## src/rtl/fifo_pkg.sv

```systemverilog
// ----------------------------------------------------------------------------
// fifo_pkg
//   Shared helpers for the async FIFO pointer logic.
//
//   The helpers work on a fixed-width word (MAX_PTR_W bits). A caller widens a
//   narrower pointer with zero-extension before the call and truncates the
//   result back. Leading zeros do not change a gray/binary conversion or a
//   popcount, so one set of functions serves every ADDRSIZE up to
//   MAX_PTR_W-1.
//
//   Contents:
//     MIN_SYNC_STAGES / MAX_SYNC_STAGES : legal synchroniser depth range
//     MAX_PTR_W                         : widest pointer the helpers handle
//     gray2bin(g)                       : gray code -> binary
//     bin2gray(b)                       : binary -> gray code
//     popcount(v)                       : number of set bits
// ----------------------------------------------------------------------------
package fifo_pkg;

    localparam int MIN_SYNC_STAGES = 2;
    localparam int MAX_SYNC_STAGES = 4;
    localparam int MAX_PTR_W       = 32;

    typedef logic [MAX_PTR_W-1:0] ptr_word_t;

    // Binary bit i is the XOR of gray bits i and above. The shift-doubling
    // loop builds that suffix-XOR in log2(MAX_PTR_W) steps.
    function automatic ptr_word_t gray2bin(input ptr_word_t g);
        ptr_word_t b;
        b = g;
        for (int s = 1; s < MAX_PTR_W; s = s * 2) begin
            b = b ^ (b >> s);
        end
        return b;
    endfunction

    function automatic ptr_word_t bin2gray(input ptr_word_t b);
        return b ^ (b >> 1);
    endfunction

    function automatic int unsigned popcount(input ptr_word_t v);
        int unsigned n;
        n = 0;
        for (int i = 0; i < MAX_PTR_W; i++) begin
            n = n + int'(v[i]);
        end
        return n;
    endfunction

endpackage : fifo_pkg

```

## src/rtl/sync_ff_chain.sv

```systemverilog
// ----------------------------------------------------------------------------
// sync_ff_chain
//   Plain multi-flop synchroniser. Only stage 0 samples the asynchronous
//   input, and no logic sits between stages, so each flop gets the full clock
//   period to resolve metastability. Usable for multi-bit gray buses, where
//   at most one bit changes at a time, and for single-bit control signals.
//
//   Parameters:
//     WIDTH  : bus width
//     STAGES : number of flops in the chain (>= 1)
//
//   Ports:
//     clk    in   receiving-domain clock
//     rst_n  in   asynchronous active-low reset; clears every stage
//     d      in   WIDTH  asynchronous input
//     q      out  WIDTH  output of the last stage
// ----------------------------------------------------------------------------
module sync_ff_chain #(
    parameter int WIDTH  = 1,
    parameter int STAGES = 2
) (
    input  logic             clk,
    input  logic             rst_n,
    input  logic [WIDTH-1:0] d,
    output logic [WIDTH-1:0] q
);

    if (STAGES < 1) begin : g_bad_stages
        $error("sync_ff_chain: STAGES must be at least 1");
    end

    logic [WIDTH-1:0] stage [STAGES];

    always_ff @(posedge clk or negedge rst_n) begin
        if (!rst_n) begin
            for (int i = 0; i < STAGES; i++) begin
                stage[i] <= '0;
            end
        end else begin
            stage[0] <= d;
            for (int i = 1; i < STAGES; i++) begin
                stage[i] <= stage[i-1];
            end
        end
    end

    assign q = stage[STAGES-1];

endmodule : sync_ff_chain

```

## src/rtl/sync_gray_ptr.sv

```systemverilog
// ----------------------------------------------------------------------------
// sync_gray_ptr
//   Brings a gray-coded FIFO pointer into the receiving clock domain and
//   derives registered status from consecutive synchronised samples.
//
//   Parameters:
//     ADDRSIZE    : FIFO address width; pointers are ADDRSIZE+1 bits
//                   (MSB is the wrap bit)
//     SYNC_STAGES : synchroniser depth, 2..4
//
//   Ports:
//     rclk        in   receiving-domain clock
//     rrst_n      in   asynchronous active-low reset; clears all state
//     wptr        in   ADDRSIZE+1  gray pointer from the source domain
//     err_clr     in   synchronous clear of gray_err
//     rq_wptr     out  ADDRSIZE+1  synchronised gray pointer
//     rq_wptr_bin out  ADDRSIZE+1  binary form of rq_wptr, one cycle later
//     ptr_adv     out  one-cycle pulse when the synchronised pointer moved
//     adv_cnt     out  ADDRSIZE+1  binary advance since previous sample
//                      (modulo 2^(ADDRSIZE+1))
//     gray_err    out  sticky: consecutive samples differed in >1 bit
//
//   Timing: rq_wptr lags wptr by SYNC_STAGES edges; all derived outputs lag
//   by SYNC_STAGES+1 edges. Outputs are valid every cycle, no handshake.
// ----------------------------------------------------------------------------
module sync_gray_ptr
    import fifo_pkg::*;
#(
    parameter int ADDRSIZE    = 4,
    parameter int SYNC_STAGES = 2
) (
    input  logic                rclk,
    input  logic                rrst_n,
    input  logic [ADDRSIZE:0]   wptr,
    input  logic                err_clr,
    output logic [ADDRSIZE:0]   rq_wptr,
    output logic [ADDRSIZE:0]   rq_wptr_bin,
    output logic                ptr_adv,
    output logic [ADDRSIZE:0]   adv_cnt,
    output logic                gray_err
);

    localparam int PTR_W = ADDRSIZE + 1;

    if (SYNC_STAGES < MIN_SYNC_STAGES || SYNC_STAGES > MAX_SYNC_STAGES) begin : g_bad_sync_stages
        $error("sync_gray_ptr: SYNC_STAGES must be in the range 2..4");
    end

    if (PTR_W > MAX_PTR_W || ADDRSIZE < 1) begin : g_bad_addrsize
        $error("sync_gray_ptr: ADDRSIZE out of supported range");
    end

    // ---- synchroniser stages ------------------------------------------------
    logic [PTR_W-1:0] sync_q;

    sync_ff_chain #(
        .WIDTH  (PTR_W),
        .STAGES (SYNC_STAGES)
    ) u_wptr_sync (
        .clk   (rclk),
        .rst_n (rrst_n),
        .d     (wptr),
        .q     (sync_q)
    );

    assign rq_wptr = sync_q;

    // ---- previous-sample register ------------------------------------------
    logic [PTR_W-1:0] prev_wptr_p0;

    always_ff @(posedge rclk or negedge rrst_n) begin
        if (!rrst_n) begin
            prev_wptr_p0 <= '0;
        end else begin
            prev_wptr_p0 <= rq_wptr;
        end
    end

    // ---- derived status (combinational from rq_wptr / prev) ----------------
    logic [PTR_W-1:0] cur_bin;
    logic [PTR_W-1:0] prev_bin;
    logic [PTR_W-1:0] delta_bin;
    logic             changed;
    logic             multi_flip;

    always_comb begin
        cur_bin    = PTR_W'(gray2bin(ptr_word_t'(rq_wptr)));
        prev_bin   = PTR_W'(gray2bin(ptr_word_t'(prev_wptr_p0)));
        // Truncation to PTR_W makes the subtraction wrap-safe: a step from
        // the top pointer value back to zero reads as an advance of one.
        delta_bin  = cur_bin - prev_bin;
        changed    = (rq_wptr != prev_wptr_p0);
        multi_flip = (popcount(ptr_word_t'(rq_wptr ^ prev_wptr_p0)) > 1);
    end

    // ---- registered outputs -------------------------------------------------
    always_ff @(posedge rclk or negedge rrst_n) begin
        if (!rrst_n) begin
            rq_wptr_bin <= '0;
            ptr_adv     <= 1'b0;
            adv_cnt     <= '0;
            gray_err    <= 1'b0;
        end else begin
            rq_wptr_bin <= cur_bin;
            ptr_adv     <= changed;
            adv_cnt     <= delta_bin;
            // A fresh violation wins over a coincident clear so it is never
            // silently lost.
            if (multi_flip) begin
                gray_err <= 1'b1;
            end else if (err_clr) begin
                gray_err <= 1'b0;
            end
        end
    end

endmodule : sync_gray_ptr

```

## config.mk

```make
export PLATFORM = sky130hd
export DESIGN_NAME = sync_gray_ptr
export DESIGN_NICKNAME = d
export VERILOG_FILES = /design/src/rtl/fifo_pkg.sv /design/src/rtl/sync_ff_chain.sv /design/src/rtl/sync_gray_ptr.sv
export SDC_FILE = /design/constraint.sdc
export NUM_CORES = 1
export LEC_CHECK = 0
export CORE_UTILIZATION = 30
export CTS_CLUSTER_SIZE = 8
export DETAILED_ROUTE_END_ITERATION = 6
export SYNTH_ARGS = -nofsm -noshare
export SYNTH_HDL_FRONTEND = slang
export SYNTH_HIERARCHICAL = 1
export SYNTH_SLANG_ARGS = --single-unit
```

## constraint.sdc

```tcl
create_clock -name rclk -period 2.7 [get_ports rclk]
set_input_delay 0.54 -clock rclk [delete_from_list [all_inputs] [get_ports rclk]]
set_output_delay 0.54 -clock rclk [all_outputs]
set_load 0.1 [all_outputs]
```

==> impl_metrics.ini, run 1 <==
[critical_path]
reg2reg_depth = 10
arrival_ps = 2620
slowest_delay_ps = 460
worst_setup_path_start_kind = register
crit_path_max_fanout = 4
cp.required_ps = 2910
critPathCaptureType = register
crit_type = reg -> reg
crit_path_top_delay_cell = dfrtp_1
path_cells = xor2_2 -> xnor2_2 -> xor2_2 -> xor2_1 -> ha_1 -> fa_1 -> inv_1 -> a21o_1 -> a21oi_1 -> xor2_1

[placement]
io_buffers = 24
dp_hpwl_mm = 1.11
gp_congestion = 0.665
placed_area_um2 = 1310
dp_slack_ps = 266

[synth]
netlist_instances = 74
yosys.cell_types.count = 14
seq_area_frac_synth_pct = 59.6
synth_area_leaders = dfrtp_1 (60%), ha_1 (6.9%), xor2_2 (6.0%)
avgSynthCellArea_um2 = 14.8
synth_top_area_share_pct = 59.6
netlist_area_um2 = 1090
ys_ff_latch = 26
synth_nets = 90
yosysWarningCount = 6
synth_top_area_cell = dfrtp_1

[global_route]
first_global_vias = 654
grtUsageTotal_pct = 8.73
grt_overflow = 0
grt_max_degree = 27
grt_pass1_wl_mm = 2.66
antenna_found_initial = 0

[cts]
cts_root_buf = clkbuf_4
ctsHoldBuffers = 0
cts_buffers = 3
cts_buffer_depth = 2
cts_tree = done
cts-htree-levels = 1
cts_resized = 0
clk_latency_ps = 310
clk_pin_slew_ps = 130
cts_setup_buffers = 0
clock-sinks = 26

[routing]
drc = 0
drt_iter0_drc = 6
drt-pass1-iter-count = 2
drt-total-wl_mm = 1.42
wl_per_cell_um = 9.94
ant_nets = 0
dr_total_vias = 552
via_per_inst = 3.86

[final_layout]
final_util_pct = 39.4
area_growth_pct = 23.3
multi_input_area_um2 = 359
fillers = 353
drive_above_1_share_pct = 28.9
final_area_um2 = 1350
final_common_cell = dfrtp_1
num_antenna_cells = 0
final_cell_mix = dfrtp_1 (26), buf_4 (18), inv_1 (10)
nets = 114
seqCellArea_um2 = 651

[sta]
fmax_mhz = 414
fin_crit_sh_pct = 89.4
clock_skew_ps = 3.99
grt_setup_unrepaired = false
setup_violations = 0
relSlewSlack_pct = 78.5
worst_pin_slew_ps = 322
maxSlewViolCount = 0
finalCriticalPeriod_ps = 2410
finalSetupTns_ps = 0
fin_ws_ps = 285
hold_viol = 0

[floorplanning]
start_util_pct = 32.0
coreArea_um2 = 3420
die_w_um = 62.3
die_h_um = 62.3
top_level_ports = 25
die_area_um2 = 3890
num_rows = 21

[power]
combPwrFrac_pct = 50.6
power_frac_clock_pct = 14.1
vdd_drop_max_mv = 0.288
p_int_uw = 690
p_leak_nw = 0.637
p_sw_uw = 655
power.density_nw_per_um2 = 999
p_seq_share_pct = 35.3
switching_share_pct = 48.7

[hold_path]
min_path_cells = 0
hold_class = reg -> reg

[run_status]
run_status = finished clean

[job]
maxCapViolCount = 0
[critical path, delay by kind of cell (launching register included)]
kind | cells | cell delay (ps)
AOI/OAI and AO/OA | 2 | 170
buffers and inverters | 1 | 70
xor gates and xnor gates | 5 | 980
DFF | 1 | 460
adders and majority gates | 2 | 630
[flip-flops by register name (all words and copies together) (netlist names)]
name               flops
u_wptr_sync/q          5
gray_err               1
u_wptr_sync/stage      5
prev_wptr_p0           5
rq_wptr_bin            4
ptr_adv                1
adv_cnt                5
[stage by stage]
step	instances	hold WS, ps	total power [mW]
after floorplan	74	244	1.03
after global placement	139	333	1.16
after detailed placement	139	336	1.17
after CTS	143	367	1.36
after global routing	143	383	1.42
final	143	365	1.34
[power groups by stage]
stage	clock, mW	sequential [mW]	combinational [mW]
3_3_place_gp	0	0.483	0.678
6_report	0.190	0.475	0.680
2_1_floorplan	0	0.854	0.179
3_5_place_dp	0	0.485	0.684
4_1_cts	0.201	0.476	0.685
5_1_grt	0.216	0.483	0.721
[Yosys cell counts (all sizes together)]
cell	n
dfrtp	26
a2111o	1
a21oi	2
fa	2
inv	10
nor2b	1
xor2	10
ha	6
or4	1
buf	6
xnor2	7
a21o	2
[final timing paths]
path	start	end	slack [ps]
max	u_wptr_sync/q[3]$_DFF_PN0_	adv_cnt[4]$_DFF_PN0_	290
min	u_wptr_sync/stage[8]$_DFF_PN0_	u_wptr_sync/q[3]$_DFF_PN0_	360
max reg2reg	u_wptr_sync/q[3]$_DFF_PN0_	adv_cnt[4]$_DFF_PN0_	290
min reg2reg	u_wptr_sync/stage[8]$_DFF_PN0_	u_wptr_sync/q[3]$_DFF_PN0_	360
max in group asynchronous	rrst_n	u_wptr_sync/q[0]$_DFF_PN0_	1890
min in group asynchronous	rrst_n	u_wptr_sync/stage[8]$_DFF_PN0_	570
[cells by family (layout without fill, tap and decap cells)]
kind of cell | Yosys count | after routing | synth area share, %
flops | 26 | 26 | 59.6
fa+ha+maj | 8 | 8 | 10.5
buf+inv | 16 | 39 | 7.56
xor+xnor | 17 | 17 | 17.8
simple gates | 2 | 2 | 1.26
compound gates | 5 | 5 | 3.32
[per-layer routing]
layer	global-route usage, %	vias to the layer above	part of all wire [%]
li1	-	270	-
met1	9.49	263	42
met2	15.2	17	52
met3	2.21	2	5.9
met4	5.23	0	0.70
met5	0	-	0
[cell type report]
type	count	area share (%)
repair buffers	25	15.2
flip-flops and latches	26	48.3
inverters	10	2.79
well taps	46	4.28
clock buffers	4	2.70
multi-input cells	32	26.7
(Power assumes the default switching activity.)
==> run 2: changes to the inputs <==
--- a/config.mk
+++ b/config.mk
@@ -8,7 +8,9 @@
 export CORE_UTILIZATION = 30
 export CTS_CLUSTER_SIZE = 8
 export DETAILED_ROUTE_END_ITERATION = 6
+export GPL_TIMING_DRIVEN = 1
 export SYNTH_ARGS = -nofsm -noshare
 export SYNTH_HDL_FRONTEND = slang
 export SYNTH_HIERARCHICAL = 1
 export SYNTH_SLANG_ARGS = --single-unit
+export TNS_END_PERCENT = 1
==> results of run 2 <==
The final DEF is identical to that of run 1; final timing and power are the same.
